### src/rtl/rr_pkg.sv
// Shared types, default sizing and width helpers for the round-robin grant scheduler.
package rr_pkg;

    localparam int unsigned DEF_CHANNELS = 8;
    localparam int unsigned DEF_QUANTUM  = 16;

    typedef enum logic [1:0] {
        ST_IDLE = 2'b01,
        ST_HOLD = 2'b10
    } state_t;

    // Tenure counter width; never narrower than one bit.
    function automatic int unsigned cnt_width(input int unsigned quantum);
        return (quantum <= 2) ? 1 : $clog2(quantum);
    endfunction

    function automatic int unsigned id_width(input int unsigned channels);
        return (channels <= 2) ? 1 : $clog2(channels);
    endfunction

endpackage

### src/rtl/rr_grant_scheduler_if.sv
// Request/grant bundle between requesters (master) and the scheduler (slave).
interface rr_grant_scheduler_if
    import rr_pkg::*;
#(
    parameter int unsigned CHANNELS = DEF_CHANNELS
) ();
    localparam int unsigned IW = id_width(CHANNELS);

    logic                enable;
    logic [CHANNELS-1:0] request;
    logic                release_req;
    logic [CHANNELS-1:0] grant;
    logic [IW-1:0]       grant_id;
    logic                busy;
    logic                timeout;

    modport master (
        output enable, request, release_req,
        input  grant, grant_id, busy, timeout
    );

    modport slave (
        input  enable, request, release_req,
        output grant, grant_id, busy, timeout
    );

endinterface

### src/rtl/rr_priority_pick.sv
// Rotating-priority picker: first set request at or after pointer+1, wrapping around.
module rr_priority_pick
    import rr_pkg::*;
#(
    parameter  int unsigned CHANNELS = DEF_CHANNELS,
    localparam int unsigned IW       = id_width(CHANNELS)
) (
    input  logic [CHANNELS-1:0] request,
    input  logic [IW-1:0]       pointer,
    output logic [CHANNELS-1:0] onehot,
    output logic [IW-1:0]       index
);

    logic          found;
    logic [IW-1:0] cand;

    always_comb begin
        onehot = '0;
        index  = '0;
        found  = 1'b0;
        cand   = '0;
        for (int unsigned i = 1; i <= CHANNELS; i++) begin
            cand = IW'((32'(pointer) + i) % CHANNELS);
            if (!found && request[cand]) begin
                found        = 1'b1;
                onehot[cand] = 1'b1;
                index        = cand;
            end
        end
    end

endmodule

### src/rtl/rr_grant_scheduler.sv
// Round-robin grant scheduler: one owner at a time, tenure ended by release, request drop or quantum.
module rr_grant_scheduler
    import rr_pkg::*;
#(
    parameter int unsigned CHANNELS = DEF_CHANNELS,
    parameter int unsigned QUANTUM  = DEF_QUANTUM
) (
    input  logic                 clk,
    input  logic                 reset,
    rr_grant_scheduler_if.slave  bus
);

    localparam int unsigned IW = id_width(CHANNELS);
    localparam int unsigned CW = cnt_width(QUANTUM);
    localparam logic [CW-1:0] CNT_LAST = CW'(QUANTUM - 1);
    localparam logic [IW-1:0] PTR_RST  = IW'(CHANNELS - 1);

    state_t              state_q, state_d;
    logic [CW-1:0]       cnt_q, cnt_d;
    logic [IW-1:0]       ptr_q, ptr_d;
    logic [CHANNELS-1:0] grant_q, grant_d;
    logic [IW-1:0]       id_q, id_d;
    logic                busy_q, busy_d;
    logic                timeout_q, timeout_d;

    logic [CHANNELS-1:0] pick_onehot;
    logic [IW-1:0]       pick_index;

    rr_priority_pick #(.CHANNELS(CHANNELS)) u_pick (
        .request (bus.request),
        .pointer (ptr_q),
        .onehot  (pick_onehot),
        .index   (pick_index)
    );

    always_ff @(posedge clk or negedge reset) begin
        if (!reset) begin
            state_q   <= ST_IDLE;
            cnt_q     <= '0;
            ptr_q     <= PTR_RST;
            grant_q   <= '0;
            id_q      <= '0;
            busy_q    <= 1'b0;
            timeout_q <= 1'b0;
        end else begin
            state_q   <= state_d;
            cnt_q     <= cnt_d;
            ptr_q     <= ptr_d;
            grant_q   <= grant_d;
            id_q      <= id_d;
            busy_q    <= busy_d;
            timeout_q <= timeout_d;
        end
    end

    // Next state and next registered outputs; release outranks request drop outranks quantum.
    always_comb begin
        state_d   = state_q;
        cnt_d     = cnt_q;
        ptr_d     = ptr_q;
        grant_d   = grant_q;
        id_d      = id_q;
        busy_d    = busy_q;
        timeout_d = 1'b0;
        case (state_q)
            ST_IDLE: begin
                if (bus.enable && (bus.request != '0)) begin
                    state_d = ST_HOLD;
                    grant_d = pick_onehot;
                    id_d    = pick_index;
                    busy_d  = 1'b1;
                    cnt_d   = '0;
                end
            end
            ST_HOLD: begin
                if (bus.release_req || !bus.request[id_q] || (cnt_q == CNT_LAST)) begin
                    state_d   = ST_IDLE;
                    ptr_d     = id_q;
                    grant_d   = '0;
                    id_d      = '0;
                    busy_d    = 1'b0;
                    timeout_d = !bus.release_req && bus.request[id_q];
                end else begin
                    cnt_d = cnt_q + CW'(1);
                end
            end
            default: begin
                state_d = ST_IDLE;
                cnt_d   = '0;
                grant_d = '0;
                id_d    = '0;
                busy_d  = 1'b0;
            end
        endcase
    end

    assign bus.grant    = grant_q;
    assign bus.grant_id = id_q;
    assign bus.busy     = busy_q;
    assign bus.timeout  = timeout_q;

endmodule

### src/flat_wrapper.sv
// flat-port wrapper written by rule: the top's interface ports become plain ports
module rr_grant_scheduler_flat import rr_pkg::*;
#(
    parameter int unsigned CHANNELS = DEF_CHANNELS,
    parameter int unsigned QUANTUM  = DEF_QUANTUM
)
  (clk, reset, bus_enable, bus_request, bus_release_req, bus_grant, bus_grant_id, bus_busy, bus_timeout);
  rr_grant_scheduler_if #(.CHANNELS(CHANNELS)) bus_i ();
  input  logic clk;
  input  logic reset;
  input wire logic [$bits(bus_i.enable)-1:0] bus_enable;
  input wire logic [$bits(bus_i.request)-1:0] bus_request;
  input wire logic [$bits(bus_i.release_req)-1:0] bus_release_req;
  output wire logic [$bits(bus_i.grant)-1:0] bus_grant;
  output wire logic [$bits(bus_i.grant_id)-1:0] bus_grant_id;
  output wire logic [$bits(bus_i.busy)-1:0] bus_busy;
  output wire logic [$bits(bus_i.timeout)-1:0] bus_timeout;
  assign bus_i.enable = bus_enable;
  assign bus_i.request = bus_request;
  assign bus_i.release_req = bus_release_req;
  assign bus_grant = bus_i.grant;
  assign bus_grant_id = bus_i.grant_id;
  assign bus_busy = bus_i.busy;
  assign bus_timeout = bus_i.timeout;
  rr_grant_scheduler #(.CHANNELS(CHANNELS), .QUANTUM(QUANTUM)) u_core (.clk(clk), .reset(reset), .bus(bus_i));
endmodule
### config.mk
export PLATFORM = sky130hd
export DESIGN_NAME = rr_grant_scheduler_flat
export DESIGN_NICKNAME = d
export VERILOG_FILES = /design/src/rtl/rr_pkg.sv /design/src/rtl/rr_grant_scheduler_if.sv /design/src/rtl/rr_priority_pick.sv /design/src/rtl/rr_grant_scheduler.sv /design/src/flat_wrapper.sv
export SDC_FILE = /design/constraint.sdc
export NUM_CORES = 1
export LEC_CHECK = 0
export ABC_AREA = 1
export CAP_MARGIN = 20
export CORE_MARGIN = 4
export CORE_UTILIZATION = 58
export DETAILED_ROUTE_END_ITERATION = 6
export GPL_TIMING_DRIVEN = 0
export MAX_ROUTING_LAYER = met4
export PLACE_DENSITY = 0.81
export SYNTH_ARGS = -nofsm -noshare
export SYNTH_HDL_FRONTEND = slang
export SYNTH_SLANG_ARGS = --single-unit
### constraint.sdc
create_clock -name clk -period 4 [get_ports clk]
set_input_delay 0.6 -clock clk [delete_from_list [all_inputs] [get_ports clk]]
set_output_delay 0.6 -clock clk [all_outputs]
set_load 0.1 [all_outputs]
==> results of run 1 <==
## kinds of logic (layout without fill, tap and decap cells)
family,after synthesis,count (layout)
flip-flops,21,21
adder cells (fa/ha/maj),7,7
XOR/XNOR,2,2
buffers and inverters,58,86
AO/OA/AOI/OAI,30,30
AND/OR/NAND/NOR,282,282
## state kept, by name (all words and copies together) (netlist names)
name and cells:
u_core.ptr_q 3, u_core.bus.timeout 1, u_core.cnt_q 4, u_core.bus.grant_id 3, u_core.state_q 1, u_core.bus.busy 1, u_core.bus.grant 8
## routing by layer
| metal | up-vias | wire, µm | global-route usage |
|---|---|---|---|
| met2 | 143 | 3120 | 0.446 |
| met5 | - | 0 | - |
| met4 | 0 | 112 | 0.0939 |
| met1 | 1226 | 2990 | 0.382 |
| li1 | 1378 | - | - |
| met3 | 26 | 529 | 0.0249 |
## critical path, stage by stage, from the launching register on
cell and delay (ns):
dfstp_2 0.59, inv_2 0.07, buf_6 0.15, clkbuf_1 0.23, ha_1 0.45, inv_1 0.19
nand3_1 0.15, nand3_2 0.14, nand2_4 0.14, nor2_8 0.16, nand2_4 0.08, nor2_1 0.50
nand2_1 0.12, nand3_1 0.13, nor2_1 0.05, nand3_1 0.09, nand2_1 0.08, nand2_1 0.07
## worst max path at each step
stage / startpoint / to / cells after the start
after CTS: u_core.ptr_q[0] / u_core.bus.grant[4] / 17
after detailed placement: u_core.ptr_q[0] / u_core.bus.grant_id[1] / 16
after global routing: u_core.ptr_q[0] / u_core.bus.grant_id[1] / 16
after global placement: u_core.ptr_q[0] / u_core.bus.grant_id[2] / 16
after floorplan: u_core.ptr_q[0] / u_core.bus.grant_id[1] / 18
final: u_core.ptr_q[0] / u_core.bus.grant[4] / 17
## synth_stat cells, drive strengths merged
master / count / area (µm²)
nor3: 24 / 120
dfstp: 4 / 105
clkbuf: 7 / 26.3
nand4: 7 / 43.8
inv: 43 / 161
o221ai: 1 / 8.76
nor2: 51 / 240
o21ai: 24 / 124
nand2: 120 / 490
ha: 7 / 87.6
or2: 1 / 6.26
xor2: 2 / 25.0
dfrtp: 17 / 425
a31oi: 1 / 6.26
nand3: 78 / 430
nor4: 1 / 6.26
buf: 8 / 63.8
o211ai: 1 / 7.51
a21oi: 3 / 15.0
## through the flow
step           utilization  setup WS [ns]  hold WS (ns)  area (µm²)  cells
2_1_floorplan            -           1.19         0.304        2390    400
3_3_place_gp         0.674          0.717         0.464        2700    474
3_5_place_dp         0.674          0.674         0.465        2700    474
4_1_cts              0.685          0.645         0.484        2740    478
5_1_grt              0.685          0.347         0.524        2740    478
6_report             0.685          0.549         0.481        2740    478
## final cells by class
cell class / instances / area, µm² / share of cell area
clock buffer: 4 / 45.0 / 0.0164
tap: 50 / 62.6 / 0.0228
inverter: 43 / 161 / 0.0589
timing repair buffer: 24 / 240 / 0.0876
buffer: 15 / 90.1 / 0.0329
sequential: 21 / 531 / 0.194
multi-input combinational: 321 / 1610 / 0.588
## layout by cell type, fill, tap and decap left out, drive strengths merged, types with 4 or more instances in the layout
master / Yosys / layout
nor3: 24 / 24
clkdlybuf4s50: 0 / 24
ha: 7 / 7
dfstp: 4 / 4
buf: 8 / 8
o21ai: 24 / 24
dfrtp: 17 / 17
clkbuf: 7 / 11
nor2: 51 / 51
inv: 43 / 43
nand3: 78 / 78
nand4: 7 / 7
nand2: 120 / 120
==> summary.md, run 1 <==
| Metric | Value |
|---|---|
| Hold-fix buffers, CTS | 0 |
| Main combinational cell family by area after synthesis | simple AND/OR/NAND/NOR gates |
| FILL cells | 380 |
| Antenna cells | 0 |
| Rows | 23 |
| XOR/XNOR share of the synthesized area | 0.0105 |
| Crit path DAT | 3.65 ns |
| Synth Cell Area | 2390 µm² |
| Worst Skew | 0.00456 ns |
| Post-synthesis simple-gate area fraction | 0.559 |
| Core area | 4000 µm² |
| I/O Buffers | 24 |
| Die area | 5220 µm² |
| Routed length per instance | 14.1 µm |
| CTS Buf Count | 3 |
| RSZ-0062 raised after global routing | false |
| Synth Warn # | 0 |
| #FFs+latches synth | 21 |
| # Max-Cap Violations | 0 |
| Via density | 5.80 |
| Worst hold path type | reg2reg |
| Fin. max-slew vios | 0 |
| Syn Nets | 419 |
| Post-cts resize count | 0 |
| Final Wtd Congestion | 0.932 |
| Proportion of synthesized area in mux cells | 0 |
| Worst Hold Launch | u_core.bus.grant[6] |
| First-pass GRT wire length | 11,600 µm |
| Reg-to-reg slack, setup | 0.55 ns |
| Crit Path Max Fanout | 10 |
| Top Ports | 25 |
| Fmax | 290 MHz |
| Synth Area in Compound Gates | 0.0674 |
| Clock latency on the worst-skew pair | 0.26 ns |
| Vias | 2,773 |
| Worst r2r dst | u_core.bus.grant[4] |
| CTS tree | done |
| Antenna Nets Post-Route | 0 |
| Initial antenna violation count | 0 |
| Worst EP required | 4.20 ns |
| Worst Hold Path EP | u_core.bus.grant[6] |
| DRC viols | 0 |
| Worst Tran Pin Value | 0.980 ns |
| Synth Area in Adders | 0.0366 |
| Slew margin rel. | 0.345 |
| Max clock buf depth | 2 |
| Clock transition at path regs | 0.07 ns |
| # nets final | 448 |
| Cells after synthesis | 400 |
| Hold Crit Depth | 2 |
| DR iter-0 viols | 295 |
| CP Class | reg2reg |
| Final TNS setup | 0 ns |
| Initial core utilization | 0.598 |
| Largest net degree at the start of global routing | 22 |
| Post-Route WL | 6750 µm |
| Syn avg cell area | 5.98 µm² |
| H-tree levels | 1 |
| Final Hold Vio Count | 0 |
| Seq/Total Area, Yosys | 0.222 |
| Crit start category | flip-flop |
| Setup violators final | 0 |
| Min Tclk post-route | 3.45 ns |
| HPWL after DPL | 4990 µm |
| Area Overhead vs Synth | 14.5% |
| Distinct cells, synth | 30 |
| Cell depth of the worst flop-to-flop path | 17 |
| Die width | 72.2 µm |
| Chip height | 72.2 µm |
| RR Startpoint | u_core.ptr_q[0] |
| Final Cycle Share | 0.863 |
| Tot GR Track Use | 0.282 |
| Crit end category | flip-flop |
| Grt ovf | 0 |
| Root Buffer | clkbuf_8 |
| DR pass1 iterations | 6 |
| Clock sink count | 21 |
| Layout cells sized above 1 | 0.0888 |
| Vias in the first global route | 2,549 |
| Post-CTS Setup Bufs | 0 |
| Status | completed |
Power of run 1 is not shown: default switching activity piles up to over one toggle a cycle in this logic, so the estimate is an artifact.
==> inputs of run 2 (changes only) <==
CORE_ASPECT_RATIO = 0.8   (was default)
==> summary.md, run 2 (synthesis results as in run 1) <==
| Metric | Value |
|---|---|
| Status | completed (unchanged) |
| Worst EP required | 4.16 ns (was 4.20 ns) |
| # nets final | 448 (unchanged) |
| HPWL after DPL | 5080 µm (was 4990 µm) |
| Worst Skew | 0.00196 ns (was 0.00456 ns) |
| Crit-path leading delay family | compound AO/OA/AOI/OAI gates (was simple AND/OR/NAND/NOR gates) |
| Worst Tran Pin Value | 0.976 ns (was 0.980 ns) |
| Grt ovf | 0 (unchanged) |
| Initial antenna violation count | 0 (unchanged) |
| First-pass GRT wire length | 11,500 µm (was 11,600 µm) |
| Max clock buf depth | 2 (unchanged) |
| RSZ-0062 raised after global routing | false (unchanged) |
| DRC viols | 0 (unchanged) |
| Crit start category | flip-flop (unchanged) |
| Post-CTS Setup Bufs | 0 (unchanged) |
| Worst hold path type | reg2reg (unchanged) |
| FILL cells | 361 (was 380) |
| Crit path from | u_core.ptr_q[0] (unchanged) |
| Leading cell types in the layout, fill and taps excluded | nand2_1, nand3_1, nor2_1, inv_1 (unchanged) |
| Crit-path most repeated cell | nand2_1 |
| CP Class | reg2reg (unchanged) |
| Tot GR Track Use | 0.285 (was 0.282) |
| Layout cells sized above 1 | 0.0888 (unchanged) |
| Antenna cells | 0 (unchanged) |
| Post-cts resize count | 0 (unchanged) |
| Post-Route WL | 6670 µm (was 6750 µm) |
| Setup violators final | 0 (unchanged) |
| Final Hold Vio Count | 0 (unchanged) |
| Core area | 3880 µm² (was 4000 µm²) |
| Clock latency on the worst-skew pair | 0.26 ns (about the same) |
| Die width | 79.8 µm (was 72.2 µm) |
| DR iter-0 viols | 345 (was 295) |
| Crit Path Max Fanout | 10 (unchanged) |
| Largest register FFs | 8 (unchanged) |
| Fin. max-slew vios | 0 (unchanged) |
| Final TNS setup | 0 ns (unchanged) |
| I/O Buffers | 24 (unchanged) |
| Rows | 20 (was 23) |
| H-tree levels | 1 (unchanged) |
| Clock transition at path regs | 0.07 ns (about the same) |
| Top Ports | 25 (unchanged) |
| Root Buffer | clkbuf_8 (unchanged) |
| Vias | 2,773 (unchanged) |
| CTS Buf Count | 3 (unchanged) |
| Largest net degree at the start of global routing | 22 (unchanged) |
| RR Startpoint | u_core.ptr_q[0] (unchanged) |
| Antenna Nets Post-Route | 0 (unchanged) |
| Hold-fix buffers, CTS | 0 (unchanged) |
| Min Tclk post-route | 3.40 ns (was 3.45 ns) |
| Die area | 5230 µm² (was 5220 µm²) |
| Crit path DAT | 3.56 ns (was 3.65 ns) |
| Clock sink count | 21 (unchanged) |
| Chip height | 65.5 µm (was 72.2 µm) |
| CP max-delay cell | a21oi_1 (was dfstp_2) |
| Crit end category | flip-flop (unchanged) |
| Initial core utilization | 0.617 (was 0.598) |
| Worst path cell trace | inv_2 > buf_6 > clkbuf_1 > ha_1 > inv_1 > nand3_1 > nand2_1 > inv_1 > nand2_1 > o21ai_1 > a21oi_1 > nand2_2 > o21ai_1 > inv_1 > nand2_1 > nand2_1 (was inv_2 > buf_6 > clkbuf_1 > ha_1 > inv_1 > nand3_1 > nand3_2 > nand2_4 > nor2_8 > nand2_4 > nor2_1 > nand2_1 > nand3_1 > nor2_1 > nand3_1 > nand2_1 > nand2_1) |
| Hold WS | 0.481 ns (about the same) |
| Via density | 5.74 (was 5.80) |
| Slew margin rel. | 0.347 (was 0.345) |
| Area Overhead vs Synth | 14.8% (was 14.5%) |
| Commonest non-fill, non-tap cell in the layout | nand2_1 (unchanged) |
| Final Wtd Congestion | 1.00 (was 0.932) |
| CTS tree | done (unchanged) |
| CP max stage delay | 0.67 ns (was 0.59 ns) |
| Final Cycle Share | 0.851 (was 0.863) |
| Vias in the first global route | 2,451 (was 2,549) |
| Buf/Inv on CP | 6 (was 4) |
| Worst Hold Launch | u_core.bus.grant[1] (was u_core.bus.grant[6]) |
| DR pass1 iterations | 5 (was 6) |
| Fmax | 294 MHz (was 290 MHz) |
| # Max-Cap Violations | 0 (unchanged) |
| Routed length per instance | 13.8 µm (was 14.1 µm) |
## run 2: cell counts in the layout (fill, tap and decap cells not counted)
No cell type changed its count.
## run 2: per-stage QoR
stage | instance area (µm²) | worst slack (ns) | util | instances
after CTS | 2750 | 0.641 | 0.708 | 483
after detailed placement | 2700 | 0.660 | 0.697 | 479
final | 2750 | 0.597 | 0.708 | 483
after floorplan | 2390 | 1.19 | - | 400
after global placement | 2700 | 0.686 | 0.697 | 479
after global routing | 2750 | 0.303 | 0.708 | 483
## run 2: layout make-up
class                           instances  area, µm²  area share
Tap cell                               55       68.8      0.0250
Sequential cell                        21        531       0.193
Multi-Input combinational cell        321       1610       0.587
Inverter                               43        161      0.0587
Clock buffer                            4       45.0      0.0164
Buffer                                 15       90.1      0.0328
Timing Repair Buffer                   24        240      0.0874
## run 2: final timing paths
kind,end,slack [ns],depth (start not counted)
worst max-delay path,u_core.bus.grant_id[1],0.60,16
worst min-delay path,u_core.bus.grant[1],0.48,2
worst max register to register,u_core.bus.grant_id[1],0.60,16
worst min register to register,u_core.bus.grant[1],0.48,2
max in group asynchronous,u_core.cnt_q[3],2.64,1
min in group asynchronous,u_core.bus.grant[4],0.83,1
## run 2: worst register-to-register path, stage by stage, from the launching register on
cell      delay, ns
dfstp_2        0.60
inv_2          0.08
buf_6          0.15
clkbuf_1       0.22
ha_1           0.44
inv_1          0.20
nand3_1        0.10
nand2_1        0.13
inv_1          0.07
nand2_1        0.05
o21ai_1        0.08
a21oi_1        0.67
nand2_2        0.19
o21ai_1        0.17
inv_1          0.05
nand2_1        0.06
nand2_1        0.05
## run 2: per-layer routing
metal / global-route usage / vias to the layer above / wire (µm)
li1: - / 1363 / -
met2: 0.420 / 155 / 2920
met1: 0.413 / 1244 / 3020
met3: 0.0425 / 11 / 607
met5: - / - / 0
met4: 0.0717 / 0 / 121
Power of run 2 is left out for the same reason.
